<file path="config.mk">
export PLATFORM = sky130hd
export DESIGN_NAME = sram_rmw_port_flat
export DESIGN_NICKNAME = d
export VERILOG_FILES = /design/src/rtl/sram_rmw_port_if.sv /design/src/rtl/sram_rmw_port.sv /design/src/flat_wrapper.sv
export SDC_FILE = /design/constraint.sdc
export NUM_CORES = 1
export LEC_CHECK = 0
export ABC_CLOCK_PERIOD_IN_PS = 1600
export CAP_MARGIN = 0
export CELL_PAD_IN_SITES_DETAIL_PLACEMENT = 0
export CELL_PAD_IN_SITES_GLOBAL_PLACEMENT = 1
export CORE_ASPECT_RATIO = 0.6
export CORE_MARGIN = 4
export CORE_UTILIZATION = 29
export CTS_BUF_LIST = sky130_fd_sc_hd__clkbuf_16
export CTS_CLUSTER_SIZE = 14
export DETAILED_ROUTE_END_ITERATION = 10
export GPL_TIMING_DRIVEN = 0
export MAX_ROUTING_LAYER = met4
export PLACE_DENSITY_LB_ADDON = 0.15
export SLEW_MARGIN = 10
export SYNTH_ARGS = -nofsm -noshare
export SYNTH_HDL_FRONTEND = slang
export SYNTH_SLANG_ARGS = --single-unit
</file>
<file path="constraint.sdc">
create_clock -name clk -period 1.6 [get_ports clk]
set_input_delay 0.32 -clock clk [delete_from_list [all_inputs] [get_ports clk]]
set_output_delay 0.32 -clock clk [all_outputs]
set_load 0.02 [all_outputs]
</file>
<file path="src/rtl/sram_rmw_port_if.sv">
// Request/response bundle between a requester and sram_rmw_port.
// The requester drives the master side; the port itself is the slave.
interface sram_rmw_port_if #(
  parameter int AW    = 9,
  parameter int WIDTH = 56
);
  localparam int BYTES = WIDTH / 8;

  logic             req_valid;
  logic             req_ready;
  logic             req_we;
  logic [AW-1:0]    req_addr;
  logic [WIDTH-1:0] req_wdata;
  logic [BYTES-1:0] req_wmask;
  logic             rsp_valid;
  logic [WIDTH-1:0] rsp_rdata;

  modport master (
    output req_valid, req_we, req_addr,
    output req_wdata, req_wmask,
    input  req_ready, rsp_valid, rsp_rdata
  );

  modport slave (
    input  req_valid, req_we, req_addr,
    input  req_wdata, req_wmask,
    output req_ready, rsp_valid, rsp_rdata
  );
endinterface

</file>
<file path="src/rtl/sram_rmw_port.sv">
// Valid/ready front end for sram_sp: byte-masked writes via
// read-modify-write, 1-cycle reads, optional zero-fill after reset.
module sram_rmw_port #(
  parameter int DEPTH          = 512,
  parameter int WIDTH          = 56,
  parameter int CLEAR_ON_RESET = 1,
  localparam int AW            = $clog2(DEPTH),
  localparam int BYTES         = WIDTH / 8
) (
  input  logic             clk,
  input  logic             resetn,
  sram_rmw_port_if.slave   req,
  output logic             busy,
  output logic             mem_we,
  output logic [AW-1:0]    mem_addr,
  output logic [WIDTH-1:0] mem_din,
  input  logic [WIDTH-1:0] mem_dout
);

  typedef enum logic [1:0] {
    S_CLEAR,
    S_IDLE,
    S_MERGE
  } state_t;

  localparam logic [AW-1:0] LAST = AW'(DEPTH - 1);

  state_t           r_state;
  logic [AW-1:0]    r_cnt;
  logic [AW-1:0]    r_addr;
  logic [WIDTH-1:0] r_wdata;
  logic [BYTES-1:0] r_mask;
  logic [WIDTH-1:0] r_hold;
  logic             r_pend;

  logic             w_fire;
  logic             w_full;
  logic             w_none;
  logic             w_part;
  logic [WIDTH-1:0] w_merged;

  assign req.req_ready = resetn && (r_state == S_IDLE);
  assign busy          = (r_state == S_CLEAR);

  assign w_fire = req.req_valid & req.req_ready;
  assign w_full = &req.req_wmask;
  assign w_none = ~|req.req_wmask;
  assign w_part = w_fire & req.req_we & ~w_full & ~w_none;

  // mem_dout holds the old word read during the accept cycle
  always_comb begin
    w_merged = mem_dout;
    for (int j = 0; j < BYTES; j++) begin
      if (r_mask[j]) w_merged[j*8 +: 8] = r_wdata[j*8 +: 8];
    end
  end

  always_comb begin
    mem_we   = 1'b0;
    mem_addr = req.req_addr;
    mem_din  = '0;
    unique case (r_state)
      S_CLEAR: begin
        mem_we   = 1'b1;
        mem_addr = r_cnt;
      end
      S_IDLE: begin
        if (w_fire && req.req_we && w_full) begin
          mem_we  = 1'b1;
          mem_din = req.req_wdata;
        end
      end
      S_MERGE: begin
        mem_we   = 1'b1;
        mem_addr = r_addr;
        mem_din  = w_merged;
      end
      default: ;
    endcase
    // a reset cycle must never disturb the array
    if (!resetn) begin
      mem_we  = 1'b0;
      mem_din = '0;
    end
  end

  assign req.rsp_valid = r_pend;
  assign req.rsp_rdata = r_pend ? mem_dout : r_hold;

  always_ff @(posedge clk) begin
    if (!resetn) begin
      r_state <= (CLEAR_ON_RESET != 0) ? S_CLEAR : S_IDLE;
      r_cnt   <= '0;
      r_addr  <= '0;
      r_wdata <= '0;
      r_mask  <= '0;
      r_hold  <= '0;
      r_pend  <= 1'b0;
    end else begin
      r_pend <= w_fire & ~req.req_we;
      if (r_pend) r_hold <= mem_dout;
      unique case (r_state)
        S_CLEAR: begin
          r_cnt <= r_cnt + 1'b1;
          if (r_cnt == LAST) r_state <= S_IDLE;
        end
        S_IDLE: begin
          if (w_part) begin
            r_addr  <= req.req_addr;
            r_wdata <= req.req_wdata;
            r_mask  <= req.req_wmask;
            r_state <= S_MERGE;
          end
        end
        S_MERGE: r_state <= S_IDLE;
        default: r_state <= S_IDLE;
      endcase
    end
  end

endmodule

</file>
<file path="src/flat_wrapper.sv">
// flat-port wrapper written by rule: the top's interface ports become plain ports
module sram_rmw_port_flat 
#(
  parameter int DEPTH          = 512,
  parameter int WIDTH          = 56,
  parameter int CLEAR_ON_RESET = 1,
  localparam int AW            = $clog2(DEPTH),
  localparam int BYTES         = WIDTH / 8
)
  (clk, resetn, busy, mem_we, mem_addr, mem_din, mem_dout, req_req_valid, req_req_we, req_req_addr, req_req_wdata, req_req_wmask, req_req_ready, req_rsp_valid, req_rsp_rdata);
  sram_rmw_port_if #(.AW((9)), .WIDTH(WIDTH)) req_i ();
  input  logic clk;
  input  logic resetn;
  output logic busy;
  output logic mem_we;
  output logic [AW-1:0] mem_addr;
  output logic [WIDTH-1:0] mem_din;
  input  logic [WIDTH-1:0] mem_dout;
  input wire logic [$bits(req_i.req_valid)-1:0] req_req_valid;
  input wire logic [$bits(req_i.req_we)-1:0] req_req_we;
  input wire logic [$bits(req_i.req_addr)-1:0] req_req_addr;
  input wire logic [$bits(req_i.req_wdata)-1:0] req_req_wdata;
  input wire logic [$bits(req_i.req_wmask)-1:0] req_req_wmask;
  output wire logic [$bits(req_i.req_ready)-1:0] req_req_ready;
  output wire logic [$bits(req_i.rsp_valid)-1:0] req_rsp_valid;
  output wire logic [$bits(req_i.rsp_rdata)-1:0] req_rsp_rdata;
  assign req_i.req_valid = req_req_valid;
  assign req_i.req_we = req_req_we;
  assign req_i.req_addr = req_req_addr;
  assign req_i.req_wdata = req_req_wdata;
  assign req_i.req_wmask = req_req_wmask;
  assign req_req_ready = req_i.req_ready;
  assign req_rsp_valid = req_i.rsp_valid;
  assign req_rsp_rdata = req_i.rsp_rdata;
  sram_rmw_port #(.DEPTH(DEPTH), .WIDTH(WIDTH), .CLEAR_ON_RESET(CLEAR_ON_RESET)) u_core (.clk(clk), .resetn(resetn), .req(req_i), .busy(busy), .mem_we(mem_we), .mem_addr(mem_addr), .mem_din(mem_din), .mem_dout(mem_dout));
endmodule
</file>
======== Word-level counts from Yosys, hierarchy flattened ========
Index checks and enable logic that the tools add are counted.
Widths: inputs -> output; s select.
word-level totals
  bits of input ports ..................... 132
  register bits after elaboration ......... 140
  logic and storage cells ................. 47
cells by class
  mux-type cells .......................... 18
  bitwise gates (word level) .............. 7
  add/subtract/negate cells ............... 1
  equality and inequality tests ........... 5
  reduce and logical (&&, ||, !) cells .... 9
operators with widths
  cell                 number
  $mux 56              3
  $pmux 56 s2          1
  $mux 8               7
  $pmux 9 s2           1
  $add 9x1->9 const B  1
  $eq 9x9->1 const B   1
  $reduce_and 7->1     1
  $reduce_or 7->1      1
  $and 1x1->1          5
  $mux 2               2
  $ne 2x1->1 const B   2
  $pmux 2 s2           1
  $reduce_and 2->1     2
  $logic_and 1x1->1    3
  $eq 2x1->1 const B   1
  $eq 2x2->1 const B   1
  $logic_not 2->1      1
  $mux 1               2
  $not 1->1            2
  $pmux 1 s2           1
  $reduce_or 2->1      1

======== Longest topological paths before layout ========
Gate-level depths: netlist of run 1.
  depth after elaboration ................. 8
  depth in mapped cells ................... 8
  gate-level depth less buffers ........... 7

======== Worst setup path after synthesis of run 1 ========
No wires, ideal clock.
  path type ............................... reg2out
  start point ............................. reg u_core.r_state[0]
  end point ............................... out mem_we
  path slack .............................. -530 ps
  data arrival time ....................... 1810 ps
  stages on the path, launching flop included .. 7
  path through ............................ dfxtp_1 > inv_1 > ha_1 > buf_2 > clkbuf_1 > nor3_1 > nor3b_1
between the ends
  elaborated cells between the ends (all ways) .. 11
  those cells by class .................... eq/ne (2); mux (3); bitwise (1); reduce/logical (5)
RTL lines
  element                           RTL line             RTL
  from (decl)                       sram_rmw_port.sv:28  state_t r_state;
  from (signal assigned)            sram_rmw_port.sv:92  r_state <= (CLEAR_ON_RESET != 0) ? S_CLEAR : S_IDLE;
  $logic_not 2->1                   --
  via busy                          flat_wrapper.sv:14   output logic busy;
  $reduce_or 2->1 (no source line)  --
  $pmux 1 s2                        sram_rmw_port.sv:62  unique case (r_state)
  $mux 1                            sram_rmw_port.sv:81  if (!resetn) begin
  to (decl)                         flat_wrapper.sv:15   output logic mem_we;
The timed path passes the listed nets, and every way through them passes these cells.

======== Worst setup path in the final report of run 1 ========
  start point ............................. in req_req_wmask[6]
  end point ............................... out mem_din[33]
between the ends
  longest elaborated chain between the ends .. 5
ends and longest elaborated chain
  element            RTL line             RTL
  from (decl)        flat_wrapper.sv:23   input wire logic [$bits(req_i.req_wmask)-1:0] req_req_wmask;
  $reduce_and 7->1   sram_rmw_port.sv:46  assign w_full = &req.req_wmask;
  $logic_and 1x1->1  sram_rmw_port.sv:68  if (w_fire && req.req_we && w_full) begin
  $mux 56            sram_rmw_port.sv:68
  $pmux 56 s2        sram_rmw_port.sv:62
  $mux 56            sram_rmw_port.sv:81
  to (decl)          flat_wrapper.sv:17   output logic [WIDTH-1:0] mem_din;
Every way passes these cells.

==> results of run 1 <==
-- sequential cells by signal, indices dropped and copies added (netlist names) --
register / count
u_core.r_hold: 56
u_core.r_wdata: 56
u_core.r_addr: 9
u_core.r_cnt: 9
u_core.r_mask: 7
u_core.r_state: 2
u_core.req.rsp_valid: 1
-- critical path, stage by stage --
cell,delay (ns)
clkdlybuf4s50_1,0.55
nand3_1,0.16
nor3_4,0.24
buf_6,0.14
buf_12,0.13
buf_12,0.15
a22oi_2,0.09
nor2_4,0.13
buf_6,0.12
-- worst max-delay path by stage --
stage | endpoint | cells after the start | start
finish | mem_din[33] | 9 | req_req_wmask[6]
CTS | mem_din[54] | 9 | u_core.r_state[1]
detailed placement | mem_din[29] | 8 | req_req_wmask[6]
global placement | mem_din[29] | 8 | req_req_wmask[6]
floorplan | mem_din[37] | 8 | u_core.r_state[1]
global route | mem_din[27] | 10 | u_core.r_state[1]
-- where the power goes --
group,leakage [nW],internal (mW),switching [mW]
registers,1.13,3.49,0.00938
clock network,0.284,2.42,1.62
logic,3.17,0.383,0.253
total,4.59,6.29,1.88
-- area by class of cell --
type	count	area (um^2)
flip-flops and latches	140	2810
diodes	1	2.50
repair buffers	308	3410
multi-input cells	580	4500
well taps	315	394
clock inverters	15	155
inverters	2	7.51
clock buffers	17	425
plain buffers	63	569
fillers	2208	11100
-- cell usage in the layout, fill, tap and decap left out, types with 9 or more instances in the layout --
master,count
mux2_2,56
nand2_1,88
and2_1,62
buf_4,31
clkbuf_1,15
buf_8,15
a22oi_2,42
buf_2,9
nand3_1,74
dfxtp_1,137
nand2_2,9
mux2_4,56
nor2_2,40
buf_6,123
clkdlybuf4s50_1,131
nor2_4,17
o21ai_1,68
a22oi_1,23
buf_12,13
clkbuf_16,21
-- per-stage QoR --
stage,worst slack [ns],util,total power [mW],std cells,setup TNS (ns)
after floorplan,-0.138,-,3.73,796,-5.42
after CTS,-0.845,0.515,8.26,1442,-118.95
after global routing,-0.868,0.526,8.46,1441,-90.09
after global placement,-1.34,0.440,4.19,1366,-161.51
after detailed placement,-1.36,0.440,4.19,1366,-163.65
final,-0.760,0.526,8.17,1441,-76.31
-- kinds of logic after synthesis --
kind of cell             after synthesis  share of synthesized area
multiplexers                         114                      0.184
XOR/XNOR                               5                    0.00630
AO/OA/AOI/OAI                        144                      0.129
buffers and inverters                 76                     0.0558
AND/OR/NAND/NOR                      311                      0.210
flip-flops                           140                      0.403
adder cells (fa/ha/maj)                6                     0.0108
-- metal layers --
metal  wire [um]  vias to the layer above  track usage
met4         129                        0       0.0320
met2       12100                      174        0.299
li1            -                     3413            -
met3        1420                       11       0.0504
met5           0                        -            -
met1       14700                     3350        0.311
-- repair_timing --
action | CTS | global route
cloned | 8 | 3
endpoints found under the setup margin | 231 | 202
pin swaps | 30 | 21
buffers inserted | 45 | 15
gates resized for setup | 832 | 98
==> results.json, run 1 <==
{
  "crit_fanout": 10,
  "hold_end": "u_core.r_wdata[40]",
  "syn_nets": 934,
  "first_pass_iters": 5,
  "grt.overflow.total": 0,
  "die_w_um": 208,
  "tritoncts": "built",
  "ir_drop_mv": 0.719,
  "synth_top_cell_by_area": "dfxtp_1",
  "syn-cell-area_um2": 6950,
  "initial_utilization": 0.298,
  "cts.sinks": 140,
  "dieArea_um2": 26600,
  "fmax_mhz": 424,
  "worst-r2r-setup-slack_ns": -0.16,
  "reg2regPathDepth": 9,
  "vias_per_cell": 4.82,
  "finalSetupViolations": 200,
  "ant_nets": 0,
  "io_pins": 257,
  "post-route-period-util": 1.47,
  "drt_wl_total_mm": 28.3,
  "synth_common_cells": "dfxtp_1, mux2_2, nand2_1, nand3_1, o21ai_1",
  "vias": 6948,
  "worstHoldStart": "u_core.r_wdata[40]",
  "period_needed_ns": 2.36,
  "grtUsageTotal": 0.211,
  "drc": 0,
  "grt_pass1_wl_mm": 42.7,
  "hpwl_mm": 19.5,
  "whs_ns": 0.447,
  "synth_top_area_share": 0.403,
  "htreeDepth": 4,
  "place.gp.congestion": 0.763,
  "p_leak_nw": 4.59,
  "clock_latency_ns": 0.43,
  "holdPathStages": 2,
  "synthDistinctLibCells": 33,
  "cp-end-kind": "output pin",
  "wl_per_cell_um": 19.7,
  "relSlewSlack": 0.505,
  "syn_to_final_growth_pct": 76.7,
  "drt_iter0_markers": 355,
  "finalMaxSlewViolations": 0,
  "yosysMostFrequentCell": "dfxtp_1",
  "yosys_warnings": 0,
  "p_per_area_nw_per_um2": 665,
  "synth-edff-count": 0,
  "cp.required_ns": 1.28,
  "hold_viol_final": 0,
  "critPathLaunchType": "input pin",
  "fin_skew_ns": 0.0119,
  "avgSynthCellArea_um2": 8.73,
  "ys_top_cells_by_area": "dfxtp_1, mux2_2, a22oi_1, and2_1, nand3_1",
  "final_nets": 1250,
  "hold_buffers": 0,
  "postSynth.asyncResetShare": 0,
  "grt_start_max_net_pins": 17,
  "drive_gt1_frac": 0.431,
  "reg2reg_to": "u_core.r_wdata[29]",
  "maxCapViolations": 0,
  "fp-row-count": 43,
  "final_area_um2": 12300,
  "hold_class": "reg2reg",
  "worst-setup-path-type": "in2out",
  "synth_flop_cell": "dfxtp_1",
  "netlist_instances": 796,
  "cts_root_buffer": "clkbuf_16",
  "antenna_found_initial": 1,
  "portBuffers": 255,
  "dpl-instance-area_um2": 10300,
  "r2r-start": "u_core.r_state[0]",
  "clkTransAtPathRegs_ns": 0.06,
  "first_global_vias": 7022,
  "worstPathArrival_ns": 2.04,
  "ys_ff_latch": 140,
  "outcome": "finished, violations left",
  "tightest_slew_ns": 0.743,
  "violations": "setup timing",
  "yosysSeqAreaShare": 0.403,
  "worst_slack_ns": -0.760,
  "rsz0062_at_grt": "true",
  "cts_buffers": 17,
  "die_h_um": 128,
  "cts_max_path_buffers": 2,
  "design.core.area_um2": 23300
}
Power figures use the tool's default switching activity.
==> run 2: changes to the inputs <==
--- a/config.mk
+++ b/config.mk
@@ -15,7 +15,6 @@
 export CTS_BUF_LIST = sky130_fd_sc_hd__clkbuf_16
 export CTS_CLUSTER_SIZE = 14
 export DETAILED_ROUTE_END_ITERATION = 10
-export GPL_TIMING_DRIVEN = 0
 export MAX_ROUTING_LAYER = met4
 export PLACE_DENSITY_LB_ADDON = 0.15
 export SLEW_MARGIN = 10
==> run 2 against run 1 <==
Compared with the run above: the run still ends with setup timing left; total power down 4.1%; sequential share of layout area down 1.6 points; sequential cell count unchanged; die area unchanged; via count rose by 4.2%; routed wire length increased by 2.7%; clock-buffer cell count unchanged; worst setup slack worse by 0.051 ns; first-iteration DRC count increased by 8.2%; combinational power up 17%; cell area grew 7.7%; global-route usage is 0.50 points higher; critical path type is now reg2out; critical endpoint is now mem_din[54]; largest power group unchanged.
==> results.json, run 2 (synthesized netlist as in run 1, its figures left out) <==
{
  "final_nets": 1324,
  "finalSetupViolations": 201,
  "antenna_found_initial": 0,
  "wl_per_cell_um": 19.2,
  "cts_max_path_buffers": 2,
  "clock_latency_ns": 0.42,
  "die_w_um": 208,
  "fillers": 2141,
  "regArea_um2": 2810,
  "drive_gt1_frac": 0.477,
  "vias": 7241,
  "ir_drop_mv": 0.631,
  "cts.sinks": 140,
  "drc": 0,
  "tightest_slew_ns": 0.738,
  "ant_nets": 0,
  "first_pass_iters": 5,
  "vias_per_cell": 4.78,
  "die_h_um": 128,
  "htreeDepth": 4,
  "hold_viol_final": 0,
  "cp.required_ns": 1.28,
  "worstPathArrival_ns": 2.09,
  "hold_class": "reg2reg",
  "io_pins": 257,
  "worst-setup-path-type": "reg2out",
  "finalMaxSlewViolations": 0,
  "final_common_cell": "buf_6",
  "post-route-period-util": 1.51,
  "grt_pass1_wl_mm": 43.9,
  "design.core.area_um2": 23300,
  "fmax_mhz": 415,
  "fin_skew_ns": 0.0108,
  "cts_buffers": 17,
  "diodes": 0,
  "syn_to_final_growth_pct": 90.3,
  "power_frac_comb": 0.095,
  "period_needed_ns": 2.41,
  "pwr-share-clk": 0.459,
  "place.gp.congestion": 0.747,
  "violations": "setup timing",
  "switching_share": 0.228,
  "maxCapViolations": 0,
  "p_switching_mw": 1.79,
  "p_leak_nw": 5.13,
  "portBuffers": 256,
  "first_global_vias": 7352,
  "p_per_area_nw_per_um2": 592,
  "worst_slack_ns": -0.811,
  "largestRegisters": "u_core.r_hold (56), u_core.r_wdata (56)",
  "outcome": "finished, violations left",
  "cts_root_buffer": "clkbuf_16",
  "relSlewSlack": 0.508,
  "initial_utilization": 0.298,
  "pre_cts_slack_ns": -1.26,
  "drt_iter0_markers": 384,
  "cp-end-kind": "output pin",
  "final_cells": 1514,
  "critPathLaunchType": "register",
  "rsz0062_at_grt": "true",
  "fin_setup_tns_ns": -71.61,
  "grtUsageTotal": 0.216,
  "multi_input_comb_area_um2": 4480,
  "placed_cells": 1414,
  "fp-row-count": 43,
  "hpwl_mm": 17.7,
  "drt_wl_total_mm": 29.1,
  "grt.overflow.total": 0,
  "p_seq_frac": 0.446,
  "worst-r2r-setup-slack_ns": -0.14,
  "grt_start_max_net_pins": 100,
  "dieArea_um2": 26600,
  "p_int_mw": 6.05,
  "final_cell_mix": "buf_6, dfxtp_1, clkdlybuf4s50_1",
  "clkTransAtPathRegs_ns": 0.05,
  "crit_fanout": 6,
  "tritoncts": "built"
}
-- run 2: changes by cell type in the layout (fill, tap and decap cells not counted), moves of 5 or more --
cell and delta:
clkbuf_1 -15, buf_8 -11, nand3_2 +5, buf_2 -9
buf_6 +16, nand3_1 -5, clkdlybuf4s15_2 -7, a22oi_1 +17
clkbuf_2 -7, a22oi_2 -17, clkbuf_8 -6, buf_16 +5
buf_4 +87, buf_12 +27
-- run 2: area by class of cell --
type,instances,share of cell area
Multi-Input combinational cell,580,0.339
Clock buffer,17,0.0322
Clock inverter,15,0.00700
Timing Repair Buffer,445,0.378
Sequential cell,140,0.213
Inverter,2,0.000946
Tap cell,315,0.0298
-- run 2: worst paths after layout --
| check | start | to | depth (start not counted) |
|---|---|---|---|
| min reg2reg | u_core.r_wdata[50] | u_core.r_wdata[50] | 2 |
| max reg2reg | u_core.r_state[1] | u_core.r_wdata[46] | 9 |
| max | u_core.r_state[1] | mem_din[54] | 10 |
| min | u_core.r_wdata[50] | u_core.r_wdata[50] | 2 |
-- run 2: what timing repair did --
item	CTS	global route
cloned	18	3
endpoints found under the setup margin	200	250
hold buffers	0	0
buffers inserted	49	29
gates resized for setup	734	194
pin swaps	34	26
-- run 2: critical path, cell delays in order, from the launching register on --
cell	delay, ns
dfxtp_2	0.32
inv_2	0.07
ha_4	0.13
nand4_1	0.15
nor3_4	0.21
buf_6	0.16
buf_4	0.15
clkbuf_16	0.16
a22oi_1	0.09
nor2_2	0.11
buf_6	0.12
-- run 2: per-layer routing --
layer,global-route usage,wire length [um],up-vias
li1,-,-,3571
met1,0.315,15300,3470
met2,0.311,12200,185
met3,0.0521,1490,15
met4,0.0332,170,0
met5,-,0,-
-- run 2: per-stage QoR --
step                      hold slack [ns]  total power, mW  utilization  area (um^2)
after floorplan                     0.392             3.73            -         7340
after global placement              0.435             4.30        0.474        11100
after detailed placement            0.440             4.30        0.474        11100
after CTS                           0.439             7.90        0.541        12600
after global routing                0.463             8.12        0.566        13200
final                               0.444             7.83        0.566        13200
-- run 2: power by group through the flow --
stage,clock (mW),combinational (mW),sequential [mW]
finish,3.59,0.744,3.50
global route,3.83,0.793,3.50
CTS,3.67,0.729,3.50
detailed placement,0,0.720,3.58
global placement,0,0.728,3.58
floorplan,0,0.158,3.58
